File: config.mk
export PLATFORM = sky130hd
export DESIGN_NAME = pea_result_drain
export DESIGN_NICKNAME = d
export VERILOG_FILES = /design/src/rtl/pea_pkg.sv /design/src/rtl/pea_desync_monitor.sv /design/src/rtl/pea_result_drain.sv
export SDC_FILE = /design/constraint.sdc
export NUM_CORES = 1
export LEC_CHECK = 0
export CAP_MARGIN = 10
export CORE_ASPECT_RATIO = 1.2
export CORE_MARGIN = 10
export CORE_UTILIZATION = 40
export CTS_CLUSTER_DIAMETER = 150
export DETAILED_ROUTE_END_ITERATION = 6
export GPL_TIMING_DRIVEN = 0
export HOLD_SLACK_MARGIN = 0.15
export PLACE_DENSITY = 0.87
export SLEW_MARGIN = 20
export SYNTH_ARGS = -nofsm -noshare
export SYNTH_HDL_FRONTEND = slang
export SYNTH_SLANG_ARGS = --single-unit
File: constraint.sdc
create_clock -name clk -period 4.3 [get_ports clk]
set_input_delay 0.645 -clock clk [delete_from_list [all_inputs] [get_ports clk]]
set_output_delay 0.645 -clock clk [all_outputs]
set_load 0.01 [all_outputs]
File: src/rtl/pea_pkg.sv
// Shared definitions for the PEA output drain: FSM states, default sizes, log2 helper.
// Latency: n/a (package only).
// Backpressure: n/a (package only).
package pea_pkg;

  typedef enum logic [1:0] {
    IDLE = 2'd0,
    POP  = 2'd1,
    CAP  = 2'd2,
    SEND = 2'd3
  } state_t;

  localparam int WIDTH_DEF           = 16;
  localparam int BUFFER_SIZE_OUT_DEF = 32;

  // Ceiling log2 with a floor of 1 bit, matching the FIFO width calculation (log2(1)=1).
  function automatic int log2(input int n);
    int r;
    r = 1;
    for (int i = 1; i < 31; i++) begin
      if ((1 << i) < n) r = i + 1;
    end
    return r;
  endfunction

endpackage

File: src/rtl/pea_desync_monitor.sv
// Flags a sticky error when the result/status FIFOs stop emptying/filling together.
// Latency: desync rises on the clock edge that registers the DESYNC_LIMIT-th consecutive mismatch.
// Backpressure: none; observes pop counts only, cleared only by reset.
module pea_desync_monitor
  import pea_pkg::*;
#(
  parameter int CNT_W        = 5,
  parameter int DESYNC_LIMIT = 16
) (
  input  logic             clk,
  input  logic             rst,
  input  logic [CNT_W-1:0] result_pop,
  input  logic [CNT_W-1:0] status_pop,
  output logic             desync
);

  localparam int             MW    = log2(DESYNC_LIMIT + 1);
  localparam logic [MW-1:0]  LIMIT = MW'(DESYNC_LIMIT);

  logic [MW-1:0] mis_cnt;
  logic          mismatch;
  logic          desync_q;

  // One FIFO reports data while the other is empty.
  assign mismatch = (result_pop == '0) != (status_pop == '0);

  // Saturating run-length of mismatch cycles plus the sticky error bit.
  always_ff @(posedge clk or negedge rst) begin
    if (!rst) begin
      mis_cnt  <= '0;
      desync_q <= 1'b0;
    end else begin
      if (!mismatch) begin
        mis_cnt <= '0;
      end else if (mis_cnt != LIMIT) begin
        mis_cnt <= mis_cnt + MW'(1);
      end
      if (mismatch && (mis_cnt == LIMIT - MW'(1))) begin
        desync_q <= 1'b1;
      end
    end
  end

  assign desync = desync_q;

endmodule

File: src/rtl/pea_result_drain.sv
// Pops matching result/status words, presents {status,result} with a wrapping sequence tag.
// Latency: pop strobe to out_valid is 2 cycles; one word per 3 cycles back-to-back.
// Backpressure: holds data/tag in SEND until out_ready; no further pops while stalled.
module pea_result_drain
  import pea_pkg::*;
#(
  parameter int WIDTH           = WIDTH_DEF,
  parameter int BUFFER_SIZE_OUT = BUFFER_SIZE_OUT_DEF,
  parameter int CNT_W           = log2(BUFFER_SIZE_OUT),
  parameter int SEQ_W           = 8,
  parameter int DESYNC_LIMIT    = 16
) (
  input  logic                 clk,
  input  logic                 rst,
  input  logic                 en,
  input  logic [CNT_W-1:0]     result_pop,
  input  logic [CNT_W-1:0]     status_pop,
  input  logic [WIDTH-1:0]     result_dout,
  input  logic [WIDTH-1:0]     status_dout,
  output logic                 rd_en_result,
  output logic                 rd_en_status,
  output logic                 out_valid,
  input  logic                 out_ready,
  output logic [2*WIDTH-1:0]   out_data,
  output logic [SEQ_W-1:0]     out_seq,
  output logic [7:0]           err_count,
  output logic                 desync,
  output logic                 busy
);

  state_t             state_q, state_d;
  logic               avail;
  logic               accept;
  logic [2*WIDTH-1:0] data_q;
  logic [SEQ_W-1:0]   seq_q;
  logic [7:0]         err_q;

  pea_desync_monitor #(
    .CNT_W        (CNT_W),
    .DESYNC_LIMIT (DESYNC_LIMIT)
  ) u_desync (
    .clk        (clk),
    .rst        (rst),
    .result_pop (result_pop),
    .status_pop (status_pop),
    .desync     (desync)
  );

  assign avail  = en && !desync && (result_pop != '0) && (status_pop != '0);
  assign accept = (state_q == SEND) && out_ready;

  // State register.
  always_ff @(posedge clk or negedge rst) begin
    if (!rst) state_q <= IDLE;
    else      state_q <= state_d;
  end

  // Next state; strobes and status outputs decode from the current state only.
  always_comb begin
    state_d      = state_q;
    rd_en_result = 1'b0;
    rd_en_status = 1'b0;
    out_valid    = 1'b0;
    busy         = 1'b1;
    case (state_q)
      IDLE: begin
        busy = 1'b0;
        if (avail) state_d = POP;
      end
      POP: begin
        rd_en_result = 1'b1;
        rd_en_status = 1'b1;
        state_d      = CAP;
      end
      CAP: state_d = SEND;
      SEND: begin
        out_valid = 1'b1;
        if (out_ready) state_d = avail ? POP : IDLE;
      end
      default: state_d = IDLE;
    endcase
  end

  // Capture FIFO read data the cycle after the pop strobe.
  always_ff @(posedge clk or negedge rst) begin
    if (!rst)                data_q <= '0;
    else if (state_q == CAP) data_q <= {status_dout, result_dout};
  end

  // Sequence tag and saturating error count advance on each accepted word.
  always_ff @(posedge clk or negedge rst) begin
    if (!rst) begin
      seq_q <= '0;
      err_q <= '0;
    end else if (accept) begin
      seq_q <= seq_q + SEQ_W'(1);
      if ((data_q[2*WIDTH-1:WIDTH] != '0) && (err_q != 8'hFF)) err_q <= err_q + 8'd1;
    end
  end

  assign out_data  = data_q;
  assign out_seq   = seq_q;
  assign err_count = err_q;

endmodule

# After elaboration in Yosys (flattened, before gate mapping)
# Index checks and enable logic that the tools add are counted.
# totals
ff_bits	56
out_inout_bits	53
word_cells	43
# classes
add_sub_neg	3
n_eq_ne	10
n_mux	9
n_reduce_logical	15
# ops
cell	n
8-bit by 1-bit adder with 8-bit output (second input constant)	2
16-bit nonzero test	1
5-bit zero test	2
5-bit two-way mux	2
5-bit nonzero test	2
8-bit != test (second input constant)	1
2-bit one-hot mux with 4 select lines	1
1-bit logical AND	6
2-bit != test (second input constant)	3
5-bit by 1-bit adder with 5-bit output (second input constant)	1
5-bit by 4-bit equality test with 1-bit output (second input constant)	1
5-bit != test (second input constant)	1
2-bit equality test (second input constant)	2
1-bit two-way mux	4
2-bit two-way mux	2
2-bit AND reduction	2
2-bit by 1-bit equality test with 1-bit output (second input constant)	1
2-bit zero test	1
1-bit zero test	1
1-bit != test	1

# Depth between registers and ports, before layout
# depth
ltp_word	7
ltp_mapped	6

# Modules after synthesis
# From an unflattened synthesis, not the netlist that was laid out.
# hier_totals
hier_cells	189
hier_area_um2	2507.4
# modules_own_cells
mod	instances	cells_per_inst	area_each_um2	seq_area_each_um2
pea_result_drain	1	155	2143.3	1251.2
pea_desync_monitor	1	34	364.1	150.1

# Worst setup path after synthesis
# OpenSTA, ideal clock, no wires.
# synth_path
kind	input to register
startpoint	input status_pop[0]
endpoint	register state_q[1]
arrival_ps	1721
t_required_ps	4175
setup_slack_ps	2454
stages	4
n_path_buf	0
path_cell_list	or4_4 o21ai_2 a221oi_2 mux2_4
# synth_between
elab_chain_len	4
# synth_lines
element	line_no	rtl
from (decl)	pea_result_drain.sv:17	input logic [CNT_W-1:0] status_pop,
5-bit nonzero test	pea_result_drain.sv:49	assign avail = en && !desync && (result_pop != '0) && (status_pop != '0);
1-bit logical AND	pea_result_drain.sv:49	
2-bit != test (no line)	-	
2-bit AND reduction (no line)	-	
to (signal assigned)	pea_result_drain.sv:55	else state_q <= state_d;
to (decl)	pea_result_drain.sv:31	state_t state_q, state_d;
# Every way passes these cells.
# A chain may end at the register's enable or synchronous reset.

# Worst setup path in the final report
# layout_path
startpoint	register state_q[0]
endpoint	output busy
# layout_between
elab_chain_len	2
# layout_lines
element	line_no	rtl
2-bit zero test	pea_result_drain.sv:65	case (state_q)
1-bit two-way mux	pea_result_drain.sv:65	
to (decl)	pea_result_drain.sv:28	output logic busy
# Every way passes these cells.

==> flow_metrics.py <==
metrics = {
    "yosys": {
        "synth.distinct_cells": 39,
        "synth_area_mm2": 0.00251,
        "synth_top_family_by_area": "multiplexers",
        "synth.mux.area_fraction": 0.171,
        "yosysWarnings": 0,
        "yosys.area_share.adder": 0.0498,
        "yosysSeqAreaShare": 0.557,
        "syn_area_per_cell_um2": 13.2,
        "synth_xor_area_frac": 0.0522,
        "synth_seq_cells": 56,
        "syn_nets": 247,
        "synth_compound_area_frac": 0.0398,
        "syn-instance-count": 191,
        "synth_simple_gate_area_frac": 0.104,
    },
    "layout": {
        "nFillCells": 540,
        "syn_to_final_growth_pct": 46.8,
        "final_layout_size_suffix_gt1_frac": 0.199,
        "num-nets-final": 352,
        "final_common_cell": "clkdlybuf4s50_1",
        "diodes": 0,
        "mostFrequentLayoutCells": "clkdlybuf4s50_1 (97), dfrtp_1 (56), mux2_2 (35)",
    },
    "timing": {
        "hold_slack_ns": 0.389,
        "period_share": 0.554,
        "fin_tns_setup_ns": 0,
        "rsz0062_at_grt": "false",
        "setup_violations": 0,
        "worst_pin_slew_ns": 0.694,
        "max_freq_mhz": 420,
        "slew_headroom": 0.537,
        "finalMaxSlewViolations": 0,
        "period_minus_slack_ns": 2.38,
        "finalHoldViolCount": 0,
        "worst_clock_skew_ns": 0.00931,
    },
    "job": {
        "drv_cap": 0,
    },
    "setup_path": {
        "cp-end-kind": "output port",
        "start_kind": "flop",
        "path_class": "reg2out",
        "path_max_fanout": 5,
        "crit_chain": "inv_1 > ha_1 > inv_1 > clkdlybuf4s50_1",
        "worst_ep_required_time_ns": 3.65,
        "critPathSlowestCell": "clkdlybuf4s50_1",
        "crit_arrival_ns": 1.74,
        "r2r_cells": 5,
        "worst_path_most_repeated_cell": "inv_1",
        "slowest_delay_ns": 0.55,
    },
    "clock_tree": {
        "clk-insertion-delay-late_ns": 0.30,
        "cts_tree": "built",
        "cts_resized": 0,
        "cts_root_buf": "clkbuf_8",
        "hold_buffers": 0,
        "cts_buffer_depth": 2,
        "clk_pin_slew_ns": 0.10,
        "cts_setup_buffers": 0,
        "cts_buffers": 5,
        "htreeDepth": 2,
        "cts.sinks": 56,
    },
    "floorplan": {
        "std_cell_rows": 31,
        "die_w_um": 92.4,
        "die_y_um": 107,
        "io_pins": 99,
        "start_util": 0.413,
        "fp.dieArea_mm2": 0.00987,
        "core_mm2": 0.00609,
    },
    "detailed_routing": {
        "wl_per_cell_um": 16.2,
        "drc": 0,
        "via_per_inst": 4.86,
        "route.vias.total": 1843,
        "drtIter0Drc": 44,
        "drt-total-wl_um": 6130,
        "drt-pass1-iter-count": 4,
        "postRouteAntennaNets": 0,
    },
    "place": {
        "io_buffers": 98,
        "place_congestion": 0.762,
        "dpl.hpwl_um": 4900,
    },
    "power_and_ir_drop": {
        "power_switching_share": 0.328,
        "p_sw_uw": 771,
        "p_clk_frac": 0.127,
        "p_comb_frac": 0.489,
        "power.total_mw": 2.35,
        "powerDensity_mw_per_mm2": 636,
        "p_seq_frac": 0.383,
        "ir_drop_v": 0.000309,
        "power_leakage_nw": 1.53,
        "p_int_mw": 1.58,
    },
    "global_routing": {
        "antenna_found_initial": 0,
        "grt_first_pass_wirelength_um": 10400,
        "globalRoute.totalOverflow": 0,
        "grt_pass1_vias": 2040,
        "grt_start_max_net_pins": 57,
        "grt_usage": 0.127,
    },
    "status": {
        "status": "finished, final reports clean",
    },
    "hold_path": {
        "hp-class": "in2async",
    },
}
-- sequential cells by signal (all words and copies together) (netlist names) --
signal / count
err_count: 8
out_data: 32
out_seq: 8
state_q: 2
u_desync.desync: 1
u_desync.mis_cnt: 5
-- per-stage QoR --
stage	std cells	setup slack, ns	instance area [µm²]	utilization
global route	379	1.80	3690	0.606
detailed placement	371	1.83	3600	0.591
CTS	379	1.88	3690	0.606
floorplan	191	2.45	2510	-
global placement	371	0.865	3600	0.591
finish	379	1.92	3690	0.606
-- power by group through the flow --
stage / Sequential [mW] / Clock (mW) / Combinational [mW]
after floorplan: 0.988 / 0 / 0.471
after global placement: 0.900 / 0 / 1.14
after detailed placement: 0.915 / 0 / 1.17
after CTS: 0.905 / 0.313 / 1.17
after global routing: 0.940 / 0.333 / 1.25
final: 0.900 / 0.299 / 1.15
-- path summary, 6_finish.rpt --
kind | startpoint | end | slack [ns]
setup / recovery | state_q[0] | busy | 1.92
hold / removal | rst | out_data[5] | 0.39
setup reg to reg | state_q[0] | err_count[7] | 2.33
hold reg to reg | out_seq[7] | out_seq[7] | 0.48
max in group asynchronous | rst | u_desync.desync | 3.46
min in group clk | out_seq[7] | out_seq[7] | 0.48
-- per-layer routing --
| layer | part of all wire | GRT usage | up-vias | routed length [µm] |
|---|---|---|---|---|
| met4 | 0.0075 | 0.0298 | 0 | 46 |
| met2 | 0.51 | 0.223 | 60 | 3120 |
| met1 | 0.41 | 0.147 | 904 | 2510 |
| li1 | - | - | 875 | - |
| met5 | 0 | 0 | - | 0 |
| met3 | 0.075 | 0.0405 | 4 | 457 |
-- cell families (layout without fill, tap and decap cells) --
logic type / count (synthesis) / after routing
flip-flops: 56 / 56
AND/OR/NAND/NOR: 44 / 44
multiplexers: 38 / 38
buffers and inverters: 16 / 122
XOR/XNOR: 15 / 15
AO/OA/AOI/OAI: 12 / 12
adder cells (fa/ha/maj): 10 / 10
-- cell type report --
type	instances	area, µm²	area share
Buffer	5	23.8	0.00644
Clock buffer	6	82.6	0.0224
Clock inverter	2	13.8	0.00373
Inverter	11	41.3	0.0112
Multi-Input combinational cell	119	1050	0.284
Sequential cell	56	1400	0.380
Tap cell	82	103	0.0278
Timing Repair Buffer	98	978	0.265
-- cell usage after synthesis, drive strengths merged --
cell type  count  area share
a21oi          1      0.0020
a2bb2oi        1      0.0035
nand3          7       0.014
nor2           8       0.013
a211oi         1      0.0030
clkbuf         1      0.0015
and3           1      0.0025
a21boi         1      0.0030
buf            4      0.0080
nor4b          1      0.0060
ha            10       0.050
o22ai          1      0.0025
inv           11       0.016
nor4           6       0.017
nor3b          1      0.0030
nand2b         1      0.0025
or4            2      0.0090
xor2           8       0.028
o311a          1      0.0040
mux2          37        0.17
o21ai          2      0.0055
mux2i          1      0.0040
a41o           1      0.0045
xnor2          7       0.024
dfrtp         56        0.56
nor3           7       0.020
a221oi         1      0.0060
nand2          9       0.014
nor2b          1      0.0025
o21bai         2      0.0060
-- worst max-delay path, delay by kind of cell (launching register included) --
kind                     cells  cell delay [ns]
adder cells (fa/ha/maj)      1             0.25
buffers and inverters        3             0.76
flip-flops                   1             0.44
Note: power is estimated with default switching activity, not from simulation.
